`config.mk`:
```
export PLATFORM = sky130hd
export DESIGN_NAME = fft_collect
export DESIGN_NICKNAME = d
export VERILOG_FILES = /design/src/rtl/fft_pkg.sv /design/src/rtl/fft_collect.sv
export SDC_FILE = /design/constraint.sdc
export NUM_CORES = 1
export LEC_CHECK = 0
export CAP_MARGIN = 20
export CORE_ASPECT_RATIO = 0.75
export CORE_UTILIZATION = 34
export CTS_CLUSTER_SIZE = 16
export DETAILED_ROUTE_END_ITERATION = 10
export GPL_ROUTABILITY_DRIVEN = 0
export HOLD_SLACK_MARGIN = 0.05
export PLACE_DENSITY_LB_ADDON = 0.15
export SLEW_MARGIN = 20
export SYNTH_ARGS = -nofsm -noshare
export SYNTH_HDL_FRONTEND = slang
export SYNTH_SLANG_ARGS = --single-unit
```
`constraint.sdc`:
```
create_clock -name clk -period 23.3 [get_ports clk]
set_input_delay 3.495 -clock clk [delete_from_list [all_inputs] [get_ports clk]]
set_output_delay 3.495 -clock clk [all_outputs]
set_load 0.02 [all_outputs]
```
`src/rtl/fft_pkg.sv`:
```
// Shared FFT word layout: points per frame, component width and the packed bin format.
// The analysis stage imports this package too, so any change to bin_t affects both sides.
package fft_pkg;

  localparam int NPT      = 16;
  localparam int DW       = 16;
  localparam int LOG2_NPT = 4;

  // Packed bin as seen on every fft_dN word: {real, imag}.
  typedef struct packed {
    logic signed [DW-1:0] re;
    logic signed [DW-1:0] im;
  } bin_t;

  function automatic logic [LOG2_NPT-1:0] bitrev4(input logic [LOG2_NPT-1:0] k);
    return {k[0], k[1], k[2], k[3]};
  endfunction

endpackage

```
`src/rtl/fft_collect.sv`:
```
// Serial-to-parallel collector: assembles 16 streamed FFT bins into a held frame for the analysis stage.
// Define FFT_COLLECT_BITREV_EN to store bin k in slot bitrev4(k) (undoes bit-reversed source order).
module fft_collect #(
  parameter int DW           = 16,
  parameter int NPT          = 16,
  parameter int DONE_TIMEOUT = 64
) (
  input  logic                 clk,
  input  logic                 rst,
  input  logic                 in_valid,
  output logic                 in_ready,
  input  logic                 in_sop,
  input  logic signed [DW-1:0] in_real,
  input  logic signed [DW-1:0] in_imag,
  input  logic                 ana_done,
  output logic                 fft_valid,
  output logic [2*DW-1:0]      fft_d0,
  output logic [2*DW-1:0]      fft_d1,
  output logic [2*DW-1:0]      fft_d2,
  output logic [2*DW-1:0]      fft_d3,
  output logic [2*DW-1:0]      fft_d4,
  output logic [2*DW-1:0]      fft_d5,
  output logic [2*DW-1:0]      fft_d6,
  output logic [2*DW-1:0]      fft_d7,
  output logic [2*DW-1:0]      fft_d8,
  output logic [2*DW-1:0]      fft_d9,
  output logic [2*DW-1:0]      fft_d10,
  output logic [2*DW-1:0]      fft_d11,
  output logic [2*DW-1:0]      fft_d12,
  output logic [2*DW-1:0]      fft_d13,
  output logic [2*DW-1:0]      fft_d14,
  output logic [2*DW-1:0]      fft_d15,
  output logic                 frame_err,
  output logic                 timeout_err
);

  import fft_pkg::*;

  // Timeout counter spans 0..DONE_TIMEOUT-1; the last value is the expiry point.
  localparam int              TW       = (DONE_TIMEOUT > 1) ? $clog2(DONE_TIMEOUT) : 1;
  localparam bit              TMO_EN   = (DONE_TIMEOUT > 0);
  localparam logic [TW-1:0]   TMO_LAST = TW'((DONE_TIMEOUT > 0) ? DONE_TIMEOUT - 1 : 0);

  logic [LOG2_NPT-1:0] wr_cnt_reg, wr_cnt_next;
  logic [LOG2_NPT-1:0] wr_idx, wr_slot;
  logic                pending_reg, pending_next;
  logic                ds_busy_reg, ds_busy_next;
  logic                fft_valid_reg, fft_valid_next;
  logic                frame_err_reg, frame_err_next;
  logic                timeout_err_reg, timeout_err_next;
  logic [TW-1:0]       tmo_cnt_reg, tmo_cnt_next;

  logic                accept, issue, resync, tmo_hit;
  logic [NPT-1:0]      slot_we;
  bin_t                in_bin;
  bin_t                fill_mem  [NPT];
  bin_t                fft_d_reg [NPT];

  assign in_ready = !pending_reg;
  assign accept   = in_valid && !pending_reg;
  assign issue    = pending_reg && !ds_busy_reg;
  assign resync   = accept && in_sop && (wr_cnt_reg != '0);
  assign tmo_hit  = TMO_EN && ds_busy_reg && !ana_done && (tmo_cnt_reg == TMO_LAST);
  assign in_bin   = '{re: in_real, im: in_imag};

`ifdef FFT_COLLECT_BITREV_EN
  assign wr_idx = bitrev4(wr_cnt_reg);
`else
  assign wr_idx = wr_cnt_reg;
`endif

  // A resync bin is always bin 0 of the new frame, which is slot 0 in either ordering.
  assign wr_slot = resync ? '0 : wr_idx;

  genvar gi;
  generate
    for (gi = 0; gi < NPT; gi++) begin : g_slot_we
      assign slot_we[gi] = accept && (wr_slot == LOG2_NPT'(gi));
    end
  endgenerate

  always_comb begin
    wr_cnt_next      = wr_cnt_reg;
    pending_next     = pending_reg;
    ds_busy_next     = ds_busy_reg;
    fft_valid_next   = 1'b0;
    frame_err_next   = frame_err_reg;
    timeout_err_next = timeout_err_reg;
    tmo_cnt_next     = tmo_cnt_reg;

    if (accept) begin
      if (resync) begin
        wr_cnt_next    = LOG2_NPT'(1);
        frame_err_next = 1'b1;
      end else begin
        wr_cnt_next = wr_cnt_reg + 1'b1;
        if (wr_cnt_reg == '1) pending_next = 1'b1;
      end
    end

    // issue requires !ds_busy and done/timeout require ds_busy, so these never overlap.
    if (issue) begin
      pending_next   = 1'b0;
      ds_busy_next   = 1'b1;
      fft_valid_next = 1'b1;
      tmo_cnt_next   = '0;
    end else if (ds_busy_reg) begin
      if (ana_done) begin
        ds_busy_next = 1'b0;
        tmo_cnt_next = '0;
      end else if (tmo_hit) begin
        ds_busy_next     = 1'b0;
        timeout_err_next = 1'b1;
        tmo_cnt_next     = '0;
      end else if (TMO_EN) begin
        tmo_cnt_next = tmo_cnt_reg + 1'b1;
      end
    end
  end

  always_ff @(posedge clk) begin
    if (!rst) begin
      wr_cnt_reg      <= '0;
      pending_reg     <= 1'b0;
      ds_busy_reg     <= 1'b0;
      fft_valid_reg   <= 1'b0;
      frame_err_reg   <= 1'b0;
      timeout_err_reg <= 1'b0;
      tmo_cnt_reg     <= '0;
    end else begin
      wr_cnt_reg      <= wr_cnt_next;
      pending_reg     <= pending_next;
      ds_busy_reg     <= ds_busy_next;
      fft_valid_reg   <= fft_valid_next;
      frame_err_reg   <= frame_err_next;
      timeout_err_reg <= timeout_err_next;
      tmo_cnt_reg     <= tmo_cnt_next;
    end
  end

  // Fill buffer is deliberately left uncleared by reset.
  always_ff @(posedge clk) begin
    for (int i = 0; i < NPT; i++) begin
      if (slot_we[i]) fill_mem[i] <= in_bin;
    end
  end

  always_ff @(posedge clk) begin
    if (!rst) begin
      for (int i = 0; i < NPT; i++) fft_d_reg[i] <= '0;
    end else if (issue) begin
      for (int i = 0; i < NPT; i++) fft_d_reg[i] <= fill_mem[i];
    end
  end

  assign fft_valid   = fft_valid_reg;
  assign frame_err   = frame_err_reg;
  assign timeout_err = timeout_err_reg;

  assign fft_d0  = fft_d_reg[0];
  assign fft_d1  = fft_d_reg[1];
  assign fft_d2  = fft_d_reg[2];
  assign fft_d3  = fft_d_reg[3];
  assign fft_d4  = fft_d_reg[4];
  assign fft_d5  = fft_d_reg[5];
  assign fft_d6  = fft_d_reg[6];
  assign fft_d7  = fft_d_reg[7];
  assign fft_d8  = fft_d_reg[8];
  assign fft_d9  = fft_d_reg[9];
  assign fft_d10 = fft_d_reg[10];
  assign fft_d11 = fft_d_reg[11];
  assign fft_d12 = fft_d_reg[12];
  assign fft_d13 = fft_d_reg[13];
  assign fft_d14 = fft_d_reg[14];
  assign fft_d15 = fft_d_reg[15];

endmodule

```
Word level (Yosys, flattened, before mapping)
Memories as Yosys holds them, arrays and structs flattened.
Index checks and enable logic that the tools add are counted.
{"block": "word_totals", "register_bits": 15, "latch_bits": 0, "ram_bits": 1024, "mem_bits_ro": 0, "inputBits": 37, "output_inout_bits": 516, "word_cells": 199, "n_memories": 2}
{"block": "classes", "add_sub_neg": 2, "mul": 0, "n_div": 0, "n_lt_le_gt_ge": 0, "n_eq_ne": 17, "shift": 0, "muxes": 105, "n_bitwise": 20, "n_reduce_logical": 46}
{"memory": "fft_d_reg", "depth": 16, "width": 32, "read_ports": 16, "rd_ports_with_merged_regs": 0, "wr": 16, "line": "fft_collect.sv:57", "source": "bin_t fft_d_reg [NPT];"}
{"memory": "fill_mem", "depth": 16, "width": 32, "read_ports": 16, "rd_ports_with_merged_regs": 0, "wr": 1, "line": "fft_collect.sv:56", "source": "bin_t fill_mem [NPT];"}
{"cell": "$mux W32", "n": 31}
{"cell": "$reduce_or A32 Y1", "n": 15}
{"cell": "$mux W4", "n": 17}
{"cell": "$mux W1", "n": 55}
{"cell": "$eq A4 B4 Y1 const B", "n": 9}
{"cell": "$logic_and A1 B1 Y1", "n": 22}
{"cell": "$eq A4 B3 Y1 const B", "n": 4}
{"cell": "$or A1 B1 Y1", "n": 16}
{"cell": "$mux W6", "n": 2}
{"cell": "$eq A4 B2 Y1 const B", "n": 2}
{"cell": "$add A6 B1 Y6 const B", "n": 1}
{"cell": "$eq A6 B6 Y1 const B", "n": 1}
{"cell": "$add A4 B1 Y4 const B", "n": 1}
{"cell": "$eq A4 B1 Y1 const B", "n": 1}
{"cell": "$logic_not A4 Y1", "n": 1}
{"cell": "$not A1 Y1", "n": 4}
{"cell": "$reduce_and A4 Y1", "n": 1}
{"cell": "$reduce_bool A4 Y1", "n": 1}
{"cell": "$logic_not A1 Y1", "n": 3}
{"cell": "$reduce_and A3 Y1", "n": 1}
{"cell": "$reduce_and A2 Y1", "n": 1}
{"cell": "$reduce_or A2 Y1", "n": 1}

Logic depth before layout (Yosys ltp)
{"block": "logic_depth", "word_depth": 25, "depth_mapped": 6, "mapped_depth_nobuf": 5}

Worst setup path before layout
OpenSTA, ideal clock, no wires.
{"block": "synth_path", "path_kind": "input-to-reg", "from": "input port rst", "to": "register tmo_cnt_reg[0]", "setup_time_ns": 0.589, "arrival_time_ns": 15.538, "required_time_ns": 22.711, "path_slack_ns": 7.173, "path_stages": 4, "n_path_buf": 2, "cell_sequence": "buf_2 -> buf_2 -> nand2_1 -> o22ai_1"}
{"block": "synth_via", "elab_chain_len": 2}
{"item": "start, declared", "line": "fft_collect.sv:9", "source": "input logic rst,"}
{"item": "$not A1 Y1 (no line)"}
{"item": "$reduce_or A2 Y1 (no line)"}
{"item": "end signal, assigned", "line": "fft_collect.sv:137", "source": "tmo_cnt_reg <= tmo_cnt_next;"}
{"item": "end, declared", "line": "fft_collect.sv:51", "source": "logic [TW-1:0] tmo_cnt_reg, tmo_cnt_next;"}
No other way between the ends.
A chain may end at the register's enable or synchronous reset.

==> impl_metrics.toml <==
[cells_and_area]
multi_input_area_mm2 = 0.00389
synthToLayoutAreaGrowth_pct = 29.6
final_cell_area_mm2 = 0.0457
n_fill_cell = 8722
seq_area_mm2 = 0.0310
fin_nets = 2379
drive_gt1_frac = 0.0865

[global_routing]
antenna_found_initial = 6
track_usage = 0.166
grt_use_met2 = 0.265
grt_pass1_vias = 16900
grt_use_met1 = 0.216
grt_max_degree = 114
grtUsageMet3 = 0.0598
overflow = 0
grt_first_pass_wirelength_mm = 124
top_usage_layer = "met2"

[synthesis]
yosysTopAreaCell = "edfxtp_1"
synth_xor_area_frac = 0.000248
netlist_area_mm2 = 0.0353
yosysTopAreaCellShare = 0.871
ys_ff_latch = 1039
yosysWarningCount = 0
async_reset_ff_frac = 0
synth_cell_types = 36
ys_seq_area_frac = 0.880
ys.flop_type = "edfxtp_1"
syn_nets = 1747
synthMuxAreaShare = 0
syn_inst = 1707
synth_simple_gate_area_frac = 0.100
synth_edf_count = 1024
yosys-top-cells-count = "1,024 x edfxtp_1, 513 x and2_1, 32 x buf_6"
synth-compound-area-share = 0.00493
synth_top_family_by_area = "simple AND/OR/NAND/NOR gates"
synthAdderAreaFrac = 0.00106
syn_area_per_cell_um2 = 20.7
synth_area_leaders = "edfxtp_1 87%, and2_1 9.1%, buf_6 1.0%"
synth.most_common_cell = "edfxtp_1"

[run_status]
status = "finished clean"

[critical_path]
critical_path_class = "in2reg"
worstPathRequired_ns = 23.60
cp-start-kind = "input pin"
crit_path_end_kind = "register"
r2r-end = "fft_d_reg[0][142]"
reg2reg_depth = 5
worstPathMaxFanout = 82
critPathArrivalTime_ns = 6.80
worst-r2r-setup-slack_ns = 18.89
reg2reg_from = "pending_reg"

[timing]
tns_ns = 0
min_period_ns = 6.50
finalCritPeriodShare = 0.279
tightest_slew_ns = 1.11
finalSetupViolations = 0
slew_headroom = 0.258
finClkSkew_ns = 0.0319
finalHoldViolCount = 0
rsz0062_at_grt = "false"
max_freq_mhz = 154
final_max_slew_viol_count = 0

[pwr]
swShare = 0.216
peakVddDrop_mv = 0.0563
combPwrFrac = 0.054
power_switching_uw = 859
p_seq_frac = 0.534
power_mw = 3.98
p_per_area_mw_per_mm2 = 86.9
clock_power_share = 0.411
internal_power_mw = 3.12
leakage_nw = 15.5

[routing]
wire_per_inst_um = 23.4
ant_nets = 0
initialDrtViolationCount = 1013
routed_via_density = 4.40
wirelength_mm = 88.3
vias = 16600
firstDrtPassIters = 5
drc_errors = 0

[cts]
insertion_delay_ns = 0.69
clock-root-buffer = "clkbuf_16"
cts_tree = "built"
post_cts_buffers = 0
htree_levels = 3
cts_hold_buf = 0
postCtsResizedCells = 0
cts_made_buffers = 104
clk_pin_slew_ns = 0.06
cts.sinks = 1039
cts_buffer_depth = 3

[placement]
dp_hpwl_mm = 55.1
portBuffers = 552
place_area_mm2 = 0.0424

[floorplanning]
dieArea_mm2 = 0.105
die_y_um = 281
die_x_um = 374
core_mm2 = 0.102
start_util = 0.346
io-pin-count = 553
core.rowCount = 101

[worst_hold_path]
hp-class = "reg2reg"
whs_endpoint = "timeout_err"
hold_path_depth = 1
hold_start = "timeout_err"

[run]
drv_cap = 0
## critical path, cell delays in order
cell and delay (ns):
buf_4 0.14, nand2_8 0.45, buf_4 0.68, buf_4 0.91, buf_4 0.90
## power by group through the flow
| stage | clock network (mW) | logic (mW) | registers [mW] |
|---|---|---|---|
| final | 1.64 | 0.217 | 2.12 |
| after global routing | 1.75 | 0.228 | 2.13 |
| after CTS | 1.68 | 0.223 | 2.12 |
| after detailed placement | 0 | 0.222 | 2.16 |
| after global placement | 0 | 0.221 | 2.16 |
| after floorplan | 0 | 0.0268 | 2.24 |
## layout make-up
cell class                      count  area share
Antenna cell                        2    0.000109
Clock buffer                      129      0.0605
Clock inverter                     65      0.0127
Inverter                            5    0.000410
Multi-Input combinational cell    603      0.0850
Sequential cell                  1039       0.679
Tap cell                         1339      0.0366
Timing Repair Buffer              586       0.126
## kinds of logic after synthesis
kind of cell | Yosys count
adders and majority gates | 3
AOI/OAI and AO/OA | 28
and+or+nand+nor | 571
DFF | 1039
xor gates and xnor gates | 1
buffers and inverters | 65
## metal layers
metal  routed length (um)  share of wire
met3                 7190          0.081
met1                38200           0.43
met4                 1570          0.018
met2                41300           0.47
met5                    0              0
## cells in the final DEF (no fill, tap or decap), drive strengths merged, types with 9 or more instances in the layout
cell type | netlist | routed
nor3 | 9 | 9
edfxtp | 1024 | 1024
clkinv | 0 | 53
and2 | 513 | 513
clkdlybuf4s50 | 0 | 545
clkbuf | 24 | 129
nand2 | 9 | 9
buf | 36 | 41
nor2 | 11 | 11
dfxtp | 15 | 15
## metrics by stage
| step | setup WS (ns) | util | hold WS, ns | std cells |
|---|---|---|---|---|
| 2_1_floorplan | 7.17 | - | 0.477 | 1707 |
| 6_report | 16.80 | 0.449 | 0.470 | 3768 |
| 3_3_place_gp | 15.44 | 0.416 | 0.458 | 3571 |
| 5_1_grt | 16.55 | 0.449 | 0.497 | 3766 |
| 3_5_place_dp | 15.72 | 0.416 | 0.460 | 3572 |
| 4_1_cts | 16.50 | 0.449 | 0.474 | 3766 |
## worst max path at each step
stage	cells after the start	start	end	slack, ns
global route	5	rst	fft_d_reg[0][154]	16.55
detailed placement	5	rst	fft_d_reg[0][21]	15.72
floorplan	4	rst	tmo_cnt_reg[0]	7.17
finish	5	rst	fft_d_reg[0][142]	16.80
global placement	5	rst	fft_d_reg[0][21]	15.44
CTS	5	rst	fft_d_reg[0][154]	16.50
No activity file was read; power rests on OpenSTA's default activity.
